`config.mk`:
```
export PLATFORM = sky130hd
export DESIGN_NAME = instr_fetch_flat
export DESIGN_NICKNAME = d
export VERILOG_FILES = /design/src/rtl/instr_fetch_pkg.sv /design/src/rtl/instr_fetch_if.sv /design/src/rtl/instr_fetch.sv /design/src/flat_wrapper.sv
export SDC_FILE = /design/constraint.sdc
export NUM_CORES = 1
export LEC_CHECK = 0
export CORE_ASPECT_RATIO = 0.75
export CORE_MARGIN = 4
export CORE_UTILIZATION = 45
export CTS_CLUSTER_DIAMETER = 80
export DETAILED_ROUTE_END_ITERATION = 8
export PLACE_DENSITY = 0.83
export SLEW_MARGIN = 20
export SYNTH_ARGS = -nofsm -noshare
export SYNTH_HDL_FRONTEND = slang
export SYNTH_SLANG_ARGS = --single-unit
```
`constraint.sdc`:
```
create_clock -name clk -period 3.15 [get_ports clk]
set_input_delay 0.4725 -clock clk [delete_from_list [all_inputs] [get_ports clk]]
set_output_delay 0.4725 -clock clk [all_outputs]
set_load 0.01 [all_outputs]
```
`src/rtl/instr_fetch_pkg.sv`:
```
// Shared fetch definitions: state encoding, instruction size, reset PC and NOP.
// Imported by the fetch unit and by downstream decode logic.
package instr_fetch_pkg;

  typedef enum logic [1:0] {
    ST_IDLE = 2'd0,
    ST_REQ  = 2'd1,
    ST_WAIT = 2'd2,
    ST_HOLD = 2'd3
  } fetch_state_e;

  localparam logic [31:0] INSTR_BYTES      = 32'd4;
  localparam logic [31:0] DEFAULT_RESET_PC = 32'h0000_0000;
  localparam logic [31:0] NOP_INSTR        = 32'h0000_0013;

  // 32-bit wrap from 32'hFFFF_FFFC to 0 is intentional
  function automatic logic [31:0] pc_incr(input logic [31:0] pc);
    return pc + INSTR_BYTES;
  endfunction

endpackage

```
`src/rtl/instr_fetch_if.sv`:
```
// Fetch unit bus bundle: branch redirect, instruction-memory handshake and
// the valid/ready instruction output toward decode.
interface instr_fetch_if;

  logic        redirect;
  logic [31:0] redirect_pc;

  logic        imem_req;
  logic [31:0] imem_addr;
  logic        imem_gnt;
  logic        imem_rvalid;
  logic [31:0] imem_rdata;

  logic        instr_valid;
  logic [31:0] instr;
  logic [31:0] instr_pc;
  logic        instr_ready;

  modport master (
    input  redirect, redirect_pc,
    input  imem_gnt, imem_rvalid, imem_rdata,
    input  instr_ready,
    output imem_req, imem_addr,
    output instr_valid, instr, instr_pc
  );

  modport slave (
    output redirect, redirect_pc,
    output imem_gnt, imem_rvalid, imem_rdata,
    output instr_ready,
    input  imem_req, imem_addr,
    input  instr_valid, instr, instr_pc
  );

endinterface

```
`src/rtl/instr_fetch.sv`:
```
// Instruction fetch unit: one outstanding imem read, single-entry output buffer,
// PC redirect with squash of wrong-path responses.
//
// state   | meaning
// --------+-----------------------------------------------------------
// ST_IDLE | just out of reset, request starts next cycle
// ST_REQ  | imem_req high, waiting for grant at imem_addr = pc
// ST_WAIT | request granted, waiting for rvalid (discard set = wrong path)
// ST_HOLD | instruction buffered, waiting for decode to take it
module instr_fetch
  import instr_fetch_pkg::*;
#(
  parameter logic [31:0] RESET_PC = DEFAULT_RESET_PC
) (
  input  logic          clk,
  input  logic          rst,
  instr_fetch_if.master bus
);

  fetch_state_e state_q, state_d;
  logic [31:0]  pc_q, pc_d;
  logic [31:0]  instr_q, instr_d;
  logic [31:0]  instr_pc_q, instr_pc_d;
  logic         valid_q, valid_d;
  logic         discard_q, discard_d;
  logic [31:0]  target_pc;
  logic         unused_pc_lsb;

  assign target_pc     = {bus.redirect_pc[31:2], 2'b00};
  assign unused_pc_lsb = ^bus.redirect_pc[1:0];

  always_ff @(posedge clk) begin
    if (rst) begin
      state_q    <= ST_IDLE;
      pc_q       <= RESET_PC;
      instr_q    <= '0;
      instr_pc_q <= '0;
      valid_q    <= 1'b0;
      discard_q  <= 1'b0;
    end else begin
      state_q    <= state_d;
      pc_q       <= pc_d;
      instr_q    <= instr_d;
      instr_pc_q <= instr_pc_d;
      valid_q    <= valid_d;
      discard_q  <= discard_d;
    end
  end

  always_comb begin
    state_d    = state_q;
    pc_d       = pc_q;
    instr_d    = instr_q;
    instr_pc_d = instr_pc_q;
    valid_d    = valid_q;
    discard_d  = discard_q;

    case (state_q)
      ST_IDLE: state_d = ST_REQ;
      ST_REQ: begin
        if (bus.imem_gnt) begin
          state_d   = ST_WAIT;
          discard_d = 1'b0;
        end
      end
      ST_WAIT: begin
        if (bus.imem_rvalid) begin
          if (discard_q) begin
            discard_d = 1'b0;
            state_d   = ST_REQ;
          end else begin
            instr_d    = bus.imem_rdata;
            instr_pc_d = pc_q;
            valid_d    = 1'b1;
            pc_d       = pc_incr(pc_q);
            state_d    = ST_HOLD;
          end
        end
      end
      ST_HOLD: begin
        if (bus.instr_ready) begin
          valid_d = 1'b0;
          state_d = ST_REQ;
        end
      end
      default: state_d = ST_IDLE;
    endcase

    // Redirect wins over the normal transitions; buffer contents are left as-is
    // but no longer valid, and any granted-but-unreturned read becomes wrong-path.
    if (bus.redirect && (state_q != ST_IDLE)) begin
      pc_d       = target_pc;
      valid_d    = 1'b0;
      instr_d    = instr_q;
      instr_pc_d = instr_pc_q;
      case (state_q)
        ST_REQ: begin
          if (bus.imem_gnt) begin
            state_d   = ST_WAIT;
            discard_d = 1'b1;
          end
        end
        ST_WAIT: begin
          if (bus.imem_rvalid) begin
            state_d   = ST_REQ;
            discard_d = 1'b0;
          end else begin
            state_d   = ST_WAIT;
            discard_d = 1'b1;
          end
        end
        ST_HOLD: state_d = ST_REQ;
        default: state_d = state_q;
      endcase
    end
  end

  assign bus.imem_req    = (state_q == ST_REQ);
  assign bus.imem_addr   = pc_q;
  assign bus.instr_valid = valid_q;
  assign bus.instr       = instr_q;
  assign bus.instr_pc    = instr_pc_q;

endmodule
```
`src/flat_wrapper.sv`:
```
// flat-port wrapper written by rule: the top's interface ports become plain ports
module instr_fetch_flat import instr_fetch_pkg::*;
#(
  parameter logic [31:0] RESET_PC = DEFAULT_RESET_PC
)
  (clk, rst, bus_redirect, bus_redirect_pc, bus_imem_gnt, bus_imem_rvalid, bus_imem_rdata, bus_instr_ready, bus_imem_req, bus_imem_addr, bus_instr_valid, bus_instr, bus_instr_pc);
  instr_fetch_if bus_i ();
  input  logic clk;
  input  logic rst;
  input wire logic [$bits(bus_i.redirect)-1:0] bus_redirect;
  input wire logic [$bits(bus_i.redirect_pc)-1:0] bus_redirect_pc;
  input wire logic [$bits(bus_i.imem_gnt)-1:0] bus_imem_gnt;
  input wire logic [$bits(bus_i.imem_rvalid)-1:0] bus_imem_rvalid;
  input wire logic [$bits(bus_i.imem_rdata)-1:0] bus_imem_rdata;
  input wire logic [$bits(bus_i.instr_ready)-1:0] bus_instr_ready;
  output wire logic [$bits(bus_i.imem_req)-1:0] bus_imem_req;
  output wire logic [$bits(bus_i.imem_addr)-1:0] bus_imem_addr;
  output wire logic [$bits(bus_i.instr_valid)-1:0] bus_instr_valid;
  output wire logic [$bits(bus_i.instr)-1:0] bus_instr;
  output wire logic [$bits(bus_i.instr_pc)-1:0] bus_instr_pc;
  assign bus_i.redirect = bus_redirect;
  assign bus_i.redirect_pc = bus_redirect_pc;
  assign bus_i.imem_gnt = bus_imem_gnt;
  assign bus_i.imem_rvalid = bus_imem_rvalid;
  assign bus_i.imem_rdata = bus_imem_rdata;
  assign bus_i.instr_ready = bus_instr_ready;
  assign bus_imem_req = bus_i.imem_req;
  assign bus_imem_addr = bus_i.imem_addr;
  assign bus_instr_valid = bus_i.instr_valid;
  assign bus_instr = bus_i.instr;
  assign bus_instr_pc = bus_i.instr_pc;
  instr_fetch #(.RESET_PC(RESET_PC)) u_core (.clk(clk), .rst(rst), .bus(bus_i));
endmodule
```
==> key figures <==
Clock tree
  – Post-cts gate resize count: 0
  – Clk sinks: between 90 and 100
  – Root buffer cell: clkbuf_16
  – Clock latency on the worst-skew pair: around 340 ps
  – CTS clk-pin slew, worst paths: 70 ps
  – Cts hold-fix bufs: 0
  – H-tree depth: 3
  – Clk buf depth: 2
  – Post-CTS Setup Repair Bufs: 0
  – Total CTS buffers: 9
  – TritonCTS clock tree: done

Pwr
  – Leak: 2.14 nW
  – Worst vdd ir: 0.362 mV
  – Power density cells: between 600 and 700 mW/mm^2
  – Final Power: around 4 mW

Route
  – DR pass1 iterations: 4
  – Routed Antenna Nets: 0
  – DRC viols: 0
  – DRT iter0 DRCs: 300
  – Via-to-Cell Ratio: 5.26
  – DR vias: 4215
  – Drt total wl: ~13 mm
  – DR WL/cell: 16.0 um

Floorplan
  – Die width: 119 um
  – Core footprint: 0.00905 sq mm
  – DIE AREA: 0.0109 sq mm
  – Initial Utilization: between 40 and 50%
  – Die height: 91.4 um
  – FP Rows: 30
  – Ports: 168

Yosys
  – Synth Flop Type: dfxtp_1
  – Share of the synthesized area in the top cell type: between 40% and 50%
  – Synthesized flop and latch total: between 90 and 100
  – Post-synthesis xor/xnor area fraction: 5.25%
  – Main combinational cell family by area after synthesis: simple AND/OR/NAND/NOR gates
  – Mux cell area share after synthesis: 0%
  – Register area share after synthesis: 46.0%
  – EDFF count, synth: 0
  – Post-synth ARST share: 0%
  – Synthesized area: 0.00417 sq mm
  – Synthesized-area fraction occupied by adder cells: 2.40%
  – Post-synthesis compound-gate area fraction: 15.9%
  – Mapped Avg Cell Area: between 7 and 8 sq um
  – Synth area leaders: dfxtp_1 (46%), nand2_1 (13%), a21oi_1 (8.2%), a211oi_1 (4.9%), xor2_1 (3.6%)
  – Gate Count Post-Synth: 523
  – Fraction of the mapped netlist area in simple logic gates: between 20% and 30%
  – Syn. warnings: 0
  – Area leader, netlist: dfxtp_1
  – Distinct cells, synth: 37

Timing
  – Count of final hold-check violations: 0
  – Max Freq: 0.406 GHz
  – Final setup vio count: 0
  – Worst-Margin Slew: 710 ps
  – Setup total negative slack: 0 ps
  – RSZ-0062 raised after global routing: no
  – Worst Clk Skew: about 6.7 ps
  – Rel. slew slack: roughly 52%
  – Final worst path period share: slightly below 80%
  – Slew Limit Fails: 0
  – Min Clock Period, post-route: 2460 ps

Cells and area
  – Area of the multi-input gates: between 0.002 and 0.0025 sq mm
  – Antenna cells: 0
  – Reg area: 0.00192 sq mm
  – Cell area after layout: between 0.006 and 0.007 sq mm
  – Nets: 746
  – Filler cells: 747
  – Area Overhead vs Synth: 48.5%
  – Share of cells above drive strength 1: about 4.8%

Worst setup path
  – Critical-path top delay cell: and3b_1
  – CP Data Arrival Time: 2660 ps
  – WP data required: 3340 ps
  – CP startpoint kind: register
  – Crit Path Max Fanout: 41
  – Crit-path max cell delay: approximately 420 ps
  – CP Class: register to register
  – Cell breakdown of the critical path: inv_1 > ha_1 > and3b_1 > buf_4 > nand2_2 > buf_12 > nand2_1 > a21oi_1
  – CP endpoint kind: register

Placement
  – # port buffers: 161
  – DP Wirelength: 9.17 mm
  – GP Congestion: ~0.88
  – Post-placement cell area: slightly below 0.006 sq mm

Global routing
  – Vias in the first global route: 4070
  – GRT Total Usage: 23.0%
  – Largest net degree at the start of global routing: between 60 and 70
  – First-pass GRT wire length: 20.7 mm
  – Initial antenna violation count: 0
  – Overflow after GRT: 0

Outcome
  – Status: finished, final reports clean

Worst hold path
  – Tightest Hold Check Type: register to register

Job
  – Max_cap viols: 0
==> where the power goes <==
| part | switching (mW) | total (mW) | internal [mW] |
|---|---|---|---|
| Clock | 0.462 | 1.16 | 0.700 |
| Sequential | 0.249 | 1.63 | 1.38 |
| Combinational | 0.565 | 1.14 | 0.571 |
==> logic make-up (layout without fill, tap and decap cells) <==
logic type,count (synthesis),in the layout
compound gates,112,112
xor+xnor,25,25
fa+ha+maj,8,8
buf+inv,42,189
flops,96,96
other cells,1,4
simple gates,239,239
==> synth_stat cells, types with 4 or more instances <==
| library cell | n |
|---|---|
| a211oi_1 | 27 |
| a21oi_1 | 68 |
| a311oi_1 | 5 |
| and3_1 | 7 |
| buf_4 | 5 |
| clkbuf_1 | 32 |
| dfxtp_1 | 96 |
| ha_1 | 8 |
| inv_1 | 4 |
| nand2_1 | 143 |
| nand3_1 | 10 |
| nand4_1 | 14 |
| nor2_1 | 38 |
| nor2b_1 | 4 |
| o21ai_0 | 5 |
| xnor2_1 | 8 |
| xor2_1 | 17 |
==> metal layers <==
metal	track usage (%)	vias to the layer above	part of all wire, %
li1	-	2063	-
met1	29.5	1973	45
met2	38.3	164	46
met3	6.79	15	7.7
met4	5.30	0	1.1
met5	0	-	0
==> through the flow <==
| stage | hold slack [ps] | worst slack [ps] | cells | util [%] |
|---|---|---|---|---|
| CTS | 455 | 701 | 801 | 68.5 |
| floorplan | 481 | 1110 | 526 | - |
| detailed placement | 446 | 470 | 785 | 65.0 |
| global placement | 442 | 541 | 785 | 65.0 |
| finish | 454 | 688 | 801 | 68.5 |
| global route | 470 | 500 | 801 | 68.5 |
==> layout make-up <==
class                      instances  share of cell area (%)
tap                              128                    2.58
clock inverter                     6                    1.47
inverter                           4                   0.242
sequential                        96                    31.0
timing repair buffer             169                    27.1
multi-input combinational        388                    33.9
clock buffer                      10                    3.69
==> worst paths after layout <==
path	from	end	slack, ps	cells after the start
setup / recovery	u_core.state_q[0]	u_core.bus.instr[20]	690	8
hold / removal	u_core.bus.instr_pc[31]	u_core.bus.instr_pc[31]	450	2
setup reg to reg	u_core.state_q[0]	u_core.bus.instr[20]	690	8
hold reg to reg	u_core.bus.instr_pc[31]	u_core.bus.instr_pc[31]	450	2
==> sequential cells by signal, indices dropped and copies added (netlist names) <==
name	flops
u_core.bus.instr	32
u_core.bus.imem_addr	30
u_core.bus.instr_pc	30
u_core.state_q	2
u_core.bus.instr_valid	1
u_core.discard_q	1
==> cells in the final DEF, fill, tap and decap left out, types with 2 or more instances in the layout <==
cell,count
clkinv_4,2
and4_1,3
nor3_1,3
nor2b_1,4
nor2_1,37
and3_1,7
o21ai_0,5
a21oi_1,68
o31ai_1,3
a31oi_1,2
bufinv_16,2
clkbuf_16,9
conb_1,4
buf_4,8
dfxtp_1,96
nand2_1,142
xor2_1,17
nand3_1,10
a211oi_1,27
inv_1,4
nor4_1,3
nand4_1,14
or3_1,2
clkdlybuf4s50_1,160
xnor2_1,8
nand2b_1,2
a311oi_1,5
ha_1,8
==> worst max-delay path: cells and delay by family, from the launching register on <==
family,cells,cell delay (ps)
AOI/OAI and AO/OA,1,80
DFF,1,350
buffers and inverters,3,720
and+or+nand+nor,3,820
adders and majority gates,1,340
Power figures use the tool's default switching activity.
